<file path="config.mk">
export PLATFORM = sky130hd
export DESIGN_NAME = lane_switch_pipe
export DESIGN_NICKNAME = d
export VERILOG_FILES = /design/src/rtl/lane_switch_pkg.sv /design/src/rtl/lane_permute.sv /design/src/rtl/lane_switch_pipe.sv
export SDC_FILE = /design/constraint.sdc
export NUM_CORES = 1
export LEC_CHECK = 0
export BUFFER_PORTS_ARGS = -buffer_cell sky130_fd_sc_hd__buf_2
export CAP_MARGIN = 10
export CORE_UTILIZATION = 35
export CTS_BUF_LIST = sky130_fd_sc_hd__clkbuf_16
export CTS_CLUSTER_SIZE = 14
export DETAILED_ROUTE_END_ITERATION = 8
export GPL_ROUTABILITY_DRIVEN = 0
export SLEW_MARGIN = 20
export SYNTH_ARGS = -nofsm -noshare
export SYNTH_HDL_FRONTEND = slang
export SYNTH_SLANG_ARGS = --single-unit
</file>
<file path="constraint.sdc">
create_clock -name clk -period 2.1 [get_ports clk]
set_input_delay 0.315 -clock clk [delete_from_list [all_inputs] [get_ports clk]]
set_output_delay 0.315 -clock clk [all_outputs]
set_load 0.01 [all_outputs]
</file>
<file path="src/rtl/lane_switch_pkg.sv">
// Shared types for the lane switch: operand-merge modes, resolved patterns
// and the sign-steered pattern resolver.
package lane_switch_pkg;

    typedef enum logic [1:0] {
        MODE_AUTO      = 2'b00,
        MODE_FORCE_ILV = 2'b01,
        MODE_FORCE_REV = 2'b10,
        MODE_PASS      = 2'b11
    } mode_e;

    typedef enum logic [1:0] {
        PAT_ILV  = 2'b00,
        PAT_REV  = 2'b01,
        PAT_PASS = 2'b10
    } pat_e;

    // AUTO steers on operand signs: matching signs reverse, differing signs interleave.
    function automatic pat_e resolve_pat(input mode_e mode, input logic sign_x, input logic sign_y);
        pat_e pat;
        case (mode)
            MODE_FORCE_ILV: pat = PAT_ILV;
            MODE_FORCE_REV: pat = PAT_REV;
            MODE_PASS:      pat = PAT_PASS;
            default:        pat = (sign_x == sign_y) ? PAT_REV : PAT_ILV;
        endcase
        return pat;
    endfunction

endpackage

</file>
<file path="src/rtl/lane_permute.sv">
// Lane merge of two operands into one double-width word (ILV, REV or PASS).
// Purely combinational; no handshake.
module lane_permute
    import lane_switch_pkg::*;
#(
    parameter int DATA_W = 8,
    parameter int LANES  = 2
) (
    input  logic [DATA_W-1:0]   x,
    input  logic [DATA_W-1:0]   y,
    input  pat_e                pat,
    output logic [2*DATA_W-1:0] o
);

    localparam int LW = DATA_W / LANES;

    logic [2*DATA_W-1:0] ilv;
    logic [2*DATA_W-1:0] rev;

    // Slots are numbered from the LSB in units of LW bits.
    for (genvar k = 0; k < LANES; k++) begin : g_lane
        assign ilv[(2*k+1)*LW +: LW]           = x[k*LW +: LW];
        assign ilv[(2*k)*LW   +: LW]           = y[k*LW +: LW];
        assign rev[(2*(LANES-1-k)+1)*LW +: LW] = y[k*LW +: LW];
        assign rev[(2*(LANES-1-k))*LW   +: LW] = x[k*LW +: LW];
    end

    always_comb begin
        case (pat)
            PAT_ILV: o = ilv;
            PAT_REV: o = rev;
            default: o = {x, y};
        endcase
    end

endmodule

</file>
<file path="src/rtl/lane_switch_pipe.sv">
// Two-stage valid/ready lane switch with a saturating REV-word counter; 2-edge latency.
// Stalls hold both stages; in_ready drops only when s1 and s2 are both full and blocked.
module lane_switch_pipe
    import lane_switch_pkg::*;
#(
    parameter int DATA_W = 8,
    parameter int LANES  = 2,
    parameter int CNT_W  = 16
) (
    input  logic                clk,
    input  logic                rst_n,
    input  logic                in_valid,
    output logic                in_ready,
    input  logic [DATA_W-1:0]   x,
    input  logic [DATA_W-1:0]   y,
    input  logic [1:0]          mode,
    output logic                out_valid,
    input  logic                out_ready,
    output logic [2*DATA_W-1:0] o,
    output logic                out_rev,
    input  logic                cnt_clr,
    output logic [CNT_W-1:0]    rev_cnt
);

    if ((DATA_W % LANES) != 0 || LANES < 2) begin : g_param_check
        $error("lane_switch_pipe: DATA_W must be a multiple of LANES and LANES must be >= 2");
    end

    localparam logic [CNT_W-1:0] CNT_MAX = '1;
    localparam logic [CNT_W-1:0] CNT_ONE = CNT_W'(1);

    logic                s1_valid;
    logic [DATA_W-1:0]   s1_x;
    logic [DATA_W-1:0]   s1_y;
    mode_e               s1_mode;
    pat_e                s1_pat;
    logic                adv2;
    logic                accept;
    logic                rev_hs;
    logic [2*DATA_W-1:0] perm_o;

    assign adv2     = s1_valid && (!out_valid || out_ready);
    assign in_ready = !s1_valid || adv2;
    assign accept   = in_valid && in_ready;
    assign rev_hs   = out_valid && out_ready && out_rev;

    assign s1_pat = resolve_pat(s1_mode, s1_x[DATA_W-1], s1_y[DATA_W-1]);

    always_ff @(posedge clk or negedge rst_n) begin
        if (!rst_n) begin
            s1_valid <= 1'b0;
            s1_x     <= '0;
            s1_y     <= '0;
            s1_mode  <= MODE_AUTO;
        end else if (accept) begin
            s1_valid <= 1'b1;
            s1_x     <= x;
            s1_y     <= y;
            s1_mode  <= mode_e'(mode);
        end else if (adv2) begin
            s1_valid <= 1'b0;
        end
    end

    lane_permute #(
        .DATA_W (DATA_W),
        .LANES  (LANES)
    ) u_permute (
        .x   (s1_x),
        .y   (s1_y),
        .pat (s1_pat),
        .o   (perm_o)
    );

    // out_valid only clears on a handshake that has no s1 word queued behind it.
    always_ff @(posedge clk or negedge rst_n) begin
        if (!rst_n) begin
            out_valid <= 1'b0;
            o         <= '0;
            out_rev   <= 1'b0;
        end else if (adv2) begin
            out_valid <= 1'b1;
            o         <= perm_o;
            out_rev   <= (s1_pat == PAT_REV);
        end else if (out_ready) begin
            out_valid <= 1'b0;
        end
    end

    always_ff @(posedge clk or negedge rst_n) begin
        if (!rst_n) begin
            rev_cnt <= '0;
        end else if (cnt_clr) begin
            rev_cnt <= '0;
        end else if (rev_hs && (rev_cnt != CNT_MAX)) begin
            rev_cnt <= rev_cnt + CNT_ONE;
        end
    end

endmodule

</file>
==> reports/results.env, run 1 <==
STATUS='complete, no violations'
VIAS=1912
TOP_LEVEL_PORTS=58
DATA_ARRIVAL_AT_THE_ENDPOINT_OF_THE_CRITICAL_PATH_NS=2.15
DRT_ITER0_DRC=55
CLK_PATH_BUF_DEPTH=2
DR.PASS1.ITERS=4
POWER_PER_CELL_AREA_nW_PER_UM2=896
SETUP.WORST_PATH.CLASS='reg2reg'
YS_TOP_CELLS_BY_AREA='sky130_fd_sc_hd__dfrtp_1 (54%), sky130_fd_sc_hd__mux2_2 (8.8%), sky130_fd_sc_hd__mux2i_1 (6.2%), sky130_fd_sc_hd__o21ai_0 (4.7%), sky130_fd_sc_hd__nand2_1 (3.4%)'
IR_DROP_V=0.000418
START_UTIL_PCT=36.1
CRIT_REQUIRED_NS=2.31
POSTSYNTH.ASYNCRESETSHARE_PCT=100
TIMING.HOLD.WORST.CLASS='in2async'
TIMING.CRITICAL_PATH.FROM_TYPE='flop'
FMAX_GHz=0.517
NETLIST_INSTANCES=223
ROUTED_WIRELENGTH_UM=5130
SETUP_REPAIR_AFTER_GLOBAL_ROUTING_MISSED_ITS_MARGIN='no'
CTS-BUFFERS-INSERTED=5
WL_PER_CELL_UM=14.0
ANTENNA_CELLS_INSERTED=0
POWER_FRAC_CLOCK_PCT=34.3
DIE_H_UM=85.4
CTS.CLK_SLEW.WORST_PATHS_NS=0.07
POWER.SHARE.SEQUENTIAL_PCT=47.2
ROOT_BUFFER='sky130_fd_sc_hd__clkbuf_16'
CTS_SETUP_BUFFERS=0
MAPPEDNETLISTNETS=247
TIMING_WORST_SLEW_PIN_VALUE_NS=0.687
SYNTHESIZED_AREA_DIVIDED_BY_SYNTHESIZED_CELL_COUNT_SQ_UM=10.9
DIE_X_UM=85.4
REPORT.FINAL.SLEW_VIOL_COUNT=0
PLACEMENT_CELL_AREA_SQ_UM=2840
ANTENNA_FOUND_INITIAL=0
TIMING.FINAL.HOLD_VIOLATIONS=0
CTS_SINKS=53
SYNTH.CELLS.MOST_FREQUENT='sky130_fd_sc_hd__dfrtp_1 (53), sky130_fd_sc_hd__o21ai_0 (23), sky130_fd_sc_hd__nand2_1 (22)'
SETUP-VIOLATIONS-FINAL=0
P_INT_uW=1960
FIRST_GLOBAL_VIAS=1903
FINALINSTANCEAREA_SQ_UM=3000
FILLER_CELL_COUNT=658
YOSYS_TOP_CELL_AREA_SHARE_PCT=54.4
SWITCHING_POWER_uW=728
TIMING.FINAL.CRIT_PERIOD_NS=1.94
FIN_NETS=309
COMBINATIONALPOWERSHARE_PCT=18.5
TIMING.CRITICAL_PATH.FANOUT_MAX=7
CAP_VIOLATIONS=0
SYNTH_FF_TYPE='sky130_fd_sc_hd__dfrtp_1'
CTSHTREEMAXLEVEL=2
PLACE.PORT_BUFFERS=57
YS_SEQ_AREA_SHARE_PCT=54.4
DESIGN_POWER_TOTAL_uW=2690
AREA_OF_THE_MAPPED_NETLIST_SQ_UM=2440
CRIT-REG2REG-LAUNCH='rev_cnt[0]'
TIMING.CRITICAL_PATH.FROM='rev_cnt[0]'
AREAGROWTHSYNTHTOFINISH_PCT=23.3
HPWLAFTERDP_UM=3670
POSTLAYOUTSETUPSLACKWORST_NS=0.164
PERIOD_UTILIZATION_POST_ROUTE_PCT=92.2
GRT_FIRST_PASS_WIRELENGTH_UM=8740
DRT-VIAS-PER-INSTANCE=5.24
SYNTH.DISTINCT_CELLS=35
GRTUSAGETOTAL_PCT=14.8
LEAKAGEPOWER_uW=0.00142
CRITICAL_PATH_SINK_TYPE='flop'
DRCVIOLATIONCOUNT=0
DRIVE_GT1_SHARE_PCT=33.0
POST-PLACE-WS_NS=0.152
AREA_LEADER_NETLIST='sky130_fd_sc_hd__dfrtp_1'
FIN_SKEW_NS=0.00403
SYNTH.FF_LATCH_COUNT=53
SYNTH_EDF_COUNT=0
POSTROUTEANTENNANETS=0
CTS_TREE='done'
SETUP_TOTAL_NEGATIVE_SLACK_NS=0
SYNTHMOSTINSTANTIATEDCELL='sky130_fd_sc_hd__dfrtp_1'
CLK_LATENCY_NS=0.29
REG2REG_PATH_DEPTH=5
OVERFLOW=0
PIN_COUNT_OF_THE_BIGGEST_NET_ENTERING_GLOBAL_ROUTING=32
DIE_OUTLINE_AREA_SQ_UM=7300
YS.WARNINGS.COUNT=0
SW_FRAC_OF_TOTAL_PCT=27.0
CORE_AREA_SQ_UM=6760
SLEW-LIMIT-HEADROOM_PCT=54.2
STD_CELL_ROWS=30
cells in the final DEF, fill, tap and decap left out, types with 2 or more instances in the layout:
| master | count |
|---|---|
| sky130_fd_sc_hd__or4_1 | 5 |
| sky130_fd_sc_hd__o21ai_0 | 23 |
| sky130_fd_sc_hd__nor2_1 | 8 |
| sky130_fd_sc_hd__nor2b_1 | 2 |
| sky130_fd_sc_hd__nand4_1 | 5 |
| sky130_fd_sc_hd__and4_1 | 3 |
| sky130_fd_sc_hd__nand2b_1 | 3 |
| sky130_fd_sc_hd__or3_1 | 5 |
| sky130_fd_sc_hd__a31oi_1 | 2 |
| sky130_fd_sc_hd__buf_4 | 6 |
| sky130_fd_sc_hd__nand2_1 | 22 |
| sky130_fd_sc_hd__buf_2 | 57 |
| sky130_fd_sc_hd__nor4_1 | 2 |
| sky130_fd_sc_hd__dfrtp_1 | 53 |
| sky130_fd_sc_hd__o31ai_1 | 6 |
| sky130_fd_sc_hd__mux2_2 | 19 |
| sky130_fd_sc_hd__a21oi_1 | 14 |
| sky130_fd_sc_hd__inv_1 | 4 |
| sky130_fd_sc_hd__and3_1 | 2 |
| sky130_fd_sc_hd__mux2i_1 | 15 |
| sky130_fd_sc_hd__nor3_1 | 4 |
| sky130_fd_sc_hd__nand3_1 | 5 |
| sky130_fd_sc_hd__clkbuf_16 | 5 |
worst max-delay path, cell delays in order (launching register included):
cell                      delay [ns]
sky130_fd_sc_hd__dfrtp_1        0.45
sky130_fd_sc_hd__ha_1           0.25
sky130_fd_sc_hd__nand4_1        0.20
sky130_fd_sc_hd__or3_4          0.40
sky130_fd_sc_hd__or4_1          0.41
sky130_fd_sc_hd__a21oi_1        0.16
cells by family (layout without fill, tap and decap cells):
family	Yosys count	in the layout	share of synthesized area (%)
AND/OR/NAND/NOR	72	72	16.2
flip-flops	53	53	54.4
AO/OA/AOI/OAI	50	50	11.7
buffers and inverters	12	74	1.90
adder cells (fa/ha/maj)	1	1	0.514
XOR/XNOR	1	1	0.360
multiplexers	34	34	14.9
final cells by class:
| type | instances | area [sq um] | share of cell area, % |
|---|---|---|---|
| Sequential cell | 53 | 1330 | 44.1 |
| Multi-Input combinational cell | 158 | 1070 | 35.6 |
| Timing Repair Buffer | 63 | 330 | 11.0 |
| Clock buffer | 5 | 125 | 4.16 |
| Tap cell | 80 | 100 | 3.33 |
| Clock inverter | 2 | 38.8 | 1.29 |
| Inverter | 4 | 15.0 | 0.500 |
flip-flops by register name, indices dropped and copies added (netlist names):
| signal | cells |
|---|---|
| out_rev | 1 |
| rev_cnt | 16 |
| out_valid | 1 |
| s1_mode | 2 |
| s1_x | 8 |
| s1_valid | 1 |
| s1_y | 8 |
| o | 16 |
power by group through the flow:
stage | Combinational (uW) | Sequential, uW | Clock [uW]
floorplan | 261 | 1320 | 0
CTS | 508 | 1270 | 945
detailed placement | 507 | 1290 | 0
finish | 497 | 1270 | 924
global route | 564 | 1290 | 971
global placement | 501 | 1280 | 0
path summary, 6_finish.rpt:
kind,endpoint,slack (ns)
worst max-delay path,rev_cnt[12],0.16
worst min-delay path,o[0],0.07
worst max register to register,rev_cnt[12],0.16
worst min register to register,o[5],0.47
max in group asynchronous,rev_cnt[1],1.38
min in group clk,s1_valid,0.24
stage by stage:
stage / std cells / hold slack (ns) / util, %
after global placement: 358 / 0.412 / 42.0
after floorplan: 223 / 0.0194 / -
after global routing: 365 / 0.133 / 44.5
after CTS: 365 / 0.0970 / 44.4
after detailed placement: 358 / 0.403 / 42.0
final: 365 / 0.0662 / 44.5
per-layer routing:
layer	track usage [%]	vias up	part of all wire, %
met5	0	-	0
met4	3.79	0	0.49
met3	3.60	2	5.8
met2	25.2	59	47
met1	18.9	910	47
li1	-	941	-
what timing repair did:
item                                    in CTS  in global routing
resized for setup                            0                  1
hold buffers                                 0                  0
endpoints found under the setup margin       0                  2
Note: power is estimated with default switching activity, not from simulation.
==> run 2, diff against run 1 <==
- PLACE_DENSITY: unset -> 0.61
==> reports/results.env, run 2 (synthesized netlist as in run 1, its figures left out) <==
FIN_NETS=310  # +0.32%
TIMING.HOLD.WORST.CLASS='in2reg'
POWER_PER_CELL_AREA_nW_PER_UM2=865  # -3.5%
CRIT-REG2REG-LAUNCH='rev_cnt[5]'
HOLD_PATH.STARTPOINT='in_valid'
CRITICAL_PATH_SINK_TYPE='flop'
DESIGN_POWER_TOTAL_uW=2590  # -3.9%
SETUP_REPAIR_AFTER_GLOBAL_ROUTING_MISSED_ITS_MARGIN='no'
STATUS='complete, no violations'
OVERFLOW=0  # unchanged
FINAL_CORE_UTILIZATION_PCT=44.3  # -0.20 points
TIMING_WORST_SLEW_PIN_VALUE_NS=0.489  # -0.199 ns
GRT_FIRST_PASS_WIRELENGTH_UM=8660  # -0.95%
ANTENNA_CELLS_INSERTED=0  # unchanged
VIAS=1896  # -0.84%
COMBINATIONALPOWERSHARE_PCT=19.3  # +0.8 points
PERIOD_UTILIZATION_POST_ROUTE_PCT=93.1  # +0.88 points
REPORT.FINAL.SLEW_VIOL_COUNT=0  # unchanged
WL_PER_CELL_UM=13.8  # -1.5%
CRIT_REQUIRED_NS=2.31  # about the same
DRT-VIAS-PER-INSTANCE=5.17  # -1.4%
DIE_H_UM=85.4  # unchanged
CTS_SINKS=53  # unchanged
P_INT_uW=1850  # -5.9%
TIMING.FINAL.CRIT_PERIOD_NS=1.95  # +0.0186 ns
R2R_SLACK_NS=0.15  # -0.02 ns
STD_CELL_ROWS=30  # unchanged
SLEW-LIMIT-HEADROOM_PCT=67.1  # +13 points
TIMING.FINAL.HOLD_VIOLATIONS=0  # unchanged
IR_DROP_V=0.000455  # +9.0%
ROOT_BUFFER='sky130_fd_sc_hd__clkbuf_16'
PIN_COUNT_OF_THE_BIGGEST_NET_ENTERING_GLOBAL_ROUTING=29  # -9.4%
CTS.CLK_SLEW.WORST_PATHS_NS=0.07  # about the same
CTS_SETUP_BUFFERS=0  # unchanged
REG.LARGEST.LIST='o x16, rev_cnt x16'
DRIVE_GT1_SHARE_PCT=32.4  # -0.58 points
POWER_FRAC_CLOCK_PCT=31.7  # -2.6 points
NUMBER_OF_GATES_RESIZED_AFTER_CTS=0  # unchanged
SWITCHING_POWER_uW=739  # +1.6%
SETUP_TOTAL_NEGATIVE_SLACK_NS=0  # unchanged
DRCVIOLATIONCOUNT=0  # unchanged
AREAGROWTHSYNTHTOFINISH_PCT=22.8
PLACE.PORT_BUFFERS=57  # unchanged
LEAKAGEPOWER_uW=0.00141  # -0.70%
TIMING.CRITICAL_PATH.FROM_TYPE='flop'
HOLD-PATH-ENDPOINT='s1_valid'
SETUP.WORST_PATH.CLASS='reg2reg'
CTS_TREE='done'
TIMING.CRITICAL_PATH.FANOUT_MAX=8  # +1
POWER.SHARE.SEQUENTIAL_PCT=49.0  # +1.8 points
FIRST_GLOBAL_VIAS=1842  # -3.2%
SETUP-VIOLATIONS-FINAL=0  # unchanged
DIE_OUTLINE_AREA_SQ_UM=7300  # unchanged
SW_FRAC_OF_TOTAL_PCT=28.6  # +1.5 points
ROUTED_WIRELENGTH_UM=5080  # -0.96%
TOP_LEVEL_PORTS=58  # unchanged
CAP_VIOLATIONS=0  # unchanged
TIMING.HOLD.WORST_PATH_DEPTH=2
START_UTIL_PCT=36.1  # unchanged
GRTUSAGETOTAL_PCT=15.1  # +0.27 points
CORE_AREA_SQ_UM=6760  # unchanged
RR_ENDPOINT='rev_cnt[11]'
COUNT_OF_HOLD_FIX_BUFFERS_INSERTED_AT_CTS=1  # +1
CTS-BUFFERS-INSERTED=5  # unchanged
REG2REG_PATH_DEPTH=4  # -1
CLK_LATENCY_NS=0.29  # about the same
CTSHTREEMAXLEVEL=2  # unchanged
DIE_X_UM=85.4  # unchanged
HPWLAFTERDP_UM=3650  # -0.49%
DRT_ITER0_DRC=35  # -36%
HIGHEST_COUNT_CELLS_IN_THE_LAYOUT_IGNORING_FILL_AND_TAPS='sky130_fd_sc_hd__buf_2 (57), sky130_fd_sc_hd__dfrtp_1 (53), sky130_fd_sc_hd__o21ai_0 (23), sky130_fd_sc_hd__nand2_1 (22), sky130_fd_sc_hd__mux2_2 (19)'
POSTROUTEANTENNANETS=0  # unchanged
DR.PASS1.ITERS=4  # unchanged
LAYOUT.CELLS.MOST_COMMON='sky130_fd_sc_hd__buf_2'
FMAX_GHz=0.512  # -0.95%
CLK_PATH_BUF_DEPTH=2  # unchanged
FIN_SKEW_NS=0.00644  # +0.00240 ns
DATA_ARRIVAL_AT_THE_ENDPOINT_OF_THE_CRITICAL_PATH_NS=2.17  # +0.02 ns
ANTENNA_FOUND_INITIAL=0  # unchanged
==> run 2: stage by stage <==
step                      setup slack (ns)  hold WS, ns  cell area [sq um]  instances
after detailed placement             0.176        0.307               2840        358
final                                0.146        0.238               2990        367
after global routing                0.0119        0.237               2990        367
after global placement               0.241        0.304               2840        358
after floorplan                      0.180       0.0194               2440        223
after CTS                            0.136        0.231               2990        367
==> run 2: worst max path at each step <==
stage,startpoint,cells after the start,to
floorplan,rev_cnt[0],6,rev_cnt[0]
global placement,rev_cnt[0],5,rev_cnt[10]
detailed placement,rev_cnt[0],5,rev_cnt[10]
CTS,rev_cnt[5],4,rev_cnt[11]
global route,rev_cnt[0],5,rev_cnt[10]
finish,rev_cnt[5],4,rev_cnt[11]
==> run 2: cell type report <==
cell class	instances	area, sq um
Clock buffer	5	125
Clock inverter	3	20.0
Fill cell	653	3770
Inverter	4	15.0
Multi-Input combinational cell	158	1060
Sequential cell	53	1330
Tap cell	80	100
Timing Repair Buffer	64	340
==> run 2: routing by layer <==
metal / up-vias / share of wire [%] / wire length, um / global-route usage [%]
met3: 4 / 5.7 / 290 / 4.57
met5: - / 0 / 0 / 0
li1: 947 / - / - / -
met4: 0 / 0.81 / 41 / 4.55
met1: 896 / 49 / 2480 / 19.2
met2: 49 / 45 / 2270 / 24.7
==> run 2: power by group through the flow <==
stage	Clock (uW)	Combinational [uW]	Sequential, uW
detailed placement	0	510	1290
floorplan	0	261	1320
CTS	850	510	1270
global route	877	565	1290
global placement	0	500	1280
finish	820	498	1270
==> run 2: worst max-delay path, stage by stage (launching register included) <==
cell                      delay (ns)
sky130_fd_sc_hd__dfrtp_1        0.47
sky130_fd_sc_hd__nand4_2        0.18
sky130_fd_sc_hd__or4_4          0.57
sky130_fd_sc_hd__or4_1          0.50
sky130_fd_sc_hd__a21oi_1        0.17
==> run 3, diff against run 2 <==
- CORE_ASPECT_RATIO: unset -> 1.1
==> reports/results.env, run 3 (synthesized netlist as in run 1, its figures left out) <==
STATUS='complete, no violations'
DRT_ITER0_DRC=76  # +120%
DR.PASS1.ITERS=4  # unchanged
CTS_SINKS=53  # unchanged
LEAKAGEPOWER_uW=0.00141  # -0.12%
POWER.SHARE.SEQUENTIAL_PCT=49.6  # +0.6 points
CTS.CLK_SLEW.WORST_PATHS_NS=0.06  # about the same
CLK_LATENCY_NS=0.29  # about the same
PLACEMENT_CELL_AREA_SQ_UM=2840  # +0.26%
COMBINATIONALPOWERSHARE_PCT=19.4  # about the same
DIE_X_UM=81.5  # -4.5%
FIRST_GLOBAL_VIAS=1799  # -2.3%
TIMING.FINAL.CRIT_PERIOD_NS=1.93  # -0.0217 ns
WL_PER_CELL_UM=13.2  # -4.3%
FMAX_GHz=0.518  # +1.1%
GRT_FIRST_PASS_WIRELENGTH_UM=8200  # -5.3%
MAX_STAGE_DELAY_NS=0.43  # -0.14 ns
TOP_LEVEL_PORTS=58  # unchanged
FILLER_CELL_COUNT=639  # -2.1%
PERIOD_UTILIZATION_POST_ROUTE_PCT=92.0  # -1.0 points
CTS_TREE='done'
POWER_PER_CELL_AREA_nW_PER_UM2=855  # -1.2%
POWER_FRAC_CLOCK_PCT=31.0  # -0.7 points
NUMBER_OF_GATES_RESIZED_AFTER_CTS=0  # unchanged
SETUP-VIOLATIONS-FINAL=0  # unchanged
TIMING.HOLD.WORST.CLASS='in2async'
SWITCHING_POWER_uW=712  # -3.7%
VIAS=1909  # +0.69%
DIE_OUTLINE_AREA_SQ_UM=7300  # unchanged
COUNT_OF_HOLD_FIX_BUFFERS_INSERTED_AT_CTS=0  # -1
START_UTIL_PCT=36.5  # +0.46 points
CRITPATHSLOWESTCELL='sky130_fd_sc_hd__dfrtp_1'
LAYOUT.CELLS.MOST_COMMON='sky130_fd_sc_hd__buf_2'
CTSHTREEMAXLEVEL=2  # unchanged
CTS_SETUP_BUFFERS=0  # unchanged
OVERFLOW=0  # unchanged
FINAL_CORE_UTILIZATION_PCT=44.8  # +0.55 points
REPORT.FINAL.SLEW_VIOL_COUNT=0  # unchanged
CRITICAL_PATH_SINK_TYPE='flop'
CAP_VIOLATIONS=0  # unchanged
HIGHEST_COUNT_CELLS_IN_THE_LAYOUT_IGNORING_FILL_AND_TAPS='sky130_fd_sc_hd__buf_2 (57), sky130_fd_sc_hd__dfrtp_1 (52), sky130_fd_sc_hd__o21ai_0 (23), sky130_fd_sc_hd__nand2_1 (22), sky130_fd_sc_hd__mux2_2 (19)'
DIE_H_UM=89.5  # +4.8%
SLEW-LIMIT-HEADROOM_PCT=59.0  # -8.1 points
DATA_ARRIVAL_AT_THE_ENDPOINT_OF_THE_CRITICAL_PATH_NS=2.14  # -0.03 ns
P_INT_uW=1840  # -0.21%
CRIT_REQUIRED_NS=2.30  # about the same
REG.LARGEST.LIST='o x16, rev_cnt x16'
ANTENNA_FOUND_INITIAL=0  # unchanged
DRT-VIAS-PER-INSTANCE=5.20  # +0.69%
ANTENNA_CELLS_INSERTED=0  # unchanged
DPL.CELL_COUNT=359  # +0.28%
CTS-BUFFERS-INSERTED=5  # unchanged
TIMING.CRITICAL_PATH.FROM_TYPE='flop'
SETUP.WORST_PATH.CLASS='reg2reg'
PATH_CELLS='ha_2, nand4_1, or3_1, or4_1, a21oi_1'
GRTUSAGETOTAL_PCT=14.8  # -0.26 points
DRCVIOLATIONCOUNT=0  # unchanged
FIN_SKEW_NS=0.00872  # +0.00229 ns
DRIVE_GT1_SHARE_PCT=33.0  # +0.58 points
IR_DROP_V=0.000370  # -19%
ROOT_BUFFER='sky130_fd_sc_hd__clkbuf_16'
CLK_PATH_BUF_DEPTH=2  # unchanged
CORE_AREA_SQ_UM=6670  # -1.3%
PLACE.PORT_BUFFERS=57  # unchanged
SETUP_TOTAL_NEGATIVE_SLACK_NS=0  # unchanged
HPWLAFTERDP_UM=3590  # -1.9%
POSTROUTEANTENNANETS=0  # unchanged
AREAGROWTHSYNTHTOFINISH_PCT=22.7  # about the same
TIMING.FINAL.HOLD_VIOLATIONS=0  # unchanged
TIMING_WORST_SLEW_PIN_VALUE_NS=0.615  # +0.127 ns
PIN_COUNT_OF_THE_BIGGEST_NET_ENTERING_GLOBAL_ROUTING=35  # +21%
ROUTED_WIRELENGTH_UM=4860  # -4.3%
TIMING.CRITICAL_PATH.FANOUT_MAX=6  # -2
FINALINSTANCEAREA_SQ_UM=2990  # about the same
STD_CELL_ROWS=31  # +3.3%
SETUP_REPAIR_AFTER_GLOBAL_ROUTING_MISSED_ITS_MARGIN='no'
LAYOUT.CELLS.NON_FILLER=367  # unchanged
SW_FRAC_OF_TOTAL_PCT=27.9  # -0.72 points
FIN_NETS=308  # -0.65%
[run 3: cell type report]
| class | instances | area (sq um) | area share (%) |
|---|---|---|---|
| clock inverter | 3 | 17.5 | 0.586 |
| timing repair buffer | 62 | 335 | 11.2 |
| inverter | 4 | 15.0 | 0.502 |
| sequential | 53 | 1330 | 44.4 |
| clock buffer | 5 | 125 | 4.19 |
| multi-input combinational | 158 | 1070 | 35.7 |
| tap | 82 | 103 | 3.43 |
[run 3: final timing paths]
path                             from          end  slack [ns]  cells past startpoint
max reg2reg                rev_cnt[1]  rev_cnt[10]        0.17                      5
max in group asynchronous       rst_n         o[0]        1.55                      2
max                        rev_cnt[1]  rev_cnt[10]        0.17                      5
min in group clk             in_valid     s1_valid        0.23                      2
min                             rst_n  rev_cnt[11]       0.009                      1
min reg2reg                      o[4]         o[4]        0.48                      2
[run 3: through the flow]
step	total power, uW	worst slack [ns]	hold slack, ns
2_1_floorplan	1580	0.180	0.0194
3_3_place_gp	1780	0.249	0.331
3_5_place_dp	1800	0.141	0.339
4_1_cts	2600	0.126	0.0315
5_1_grt	2690	0.0141	0.0539
6_report	2560	0.168	0.00903
[run 3: power groups by stage]
stage | Clock, uW | Sequential [uW] | Combinational, uW
2_1_floorplan | 0 | 1320 | 261
3_3_place_gp | 0 | 1290 | 495
3_5_place_dp | 0 | 1290 | 508
4_1_cts | 827 | 1270 | 506
5_1_grt | 841 | 1290 | 558
6_report | 792 | 1270 | 495
[run 3: per-layer routing]
layer / GRT usage [%] / routed length, um / vias to the layer above
li1: - / - / 941
met1: 17.8 / 2170 / 916
met2: 26.0 / 2370 / 44
met3: 3.06 / 259 / 8
met4: 5.36 / 64 / 0
met5: 0 / 0 / -
[run 3: worst max-delay path, delay by kind of cell, from the launching register on]
family          cells  cell delay, ns
simple gates        3            1.02
flops               1            0.43
fa+ha+maj           1            0.24
compound gates      1            0.16
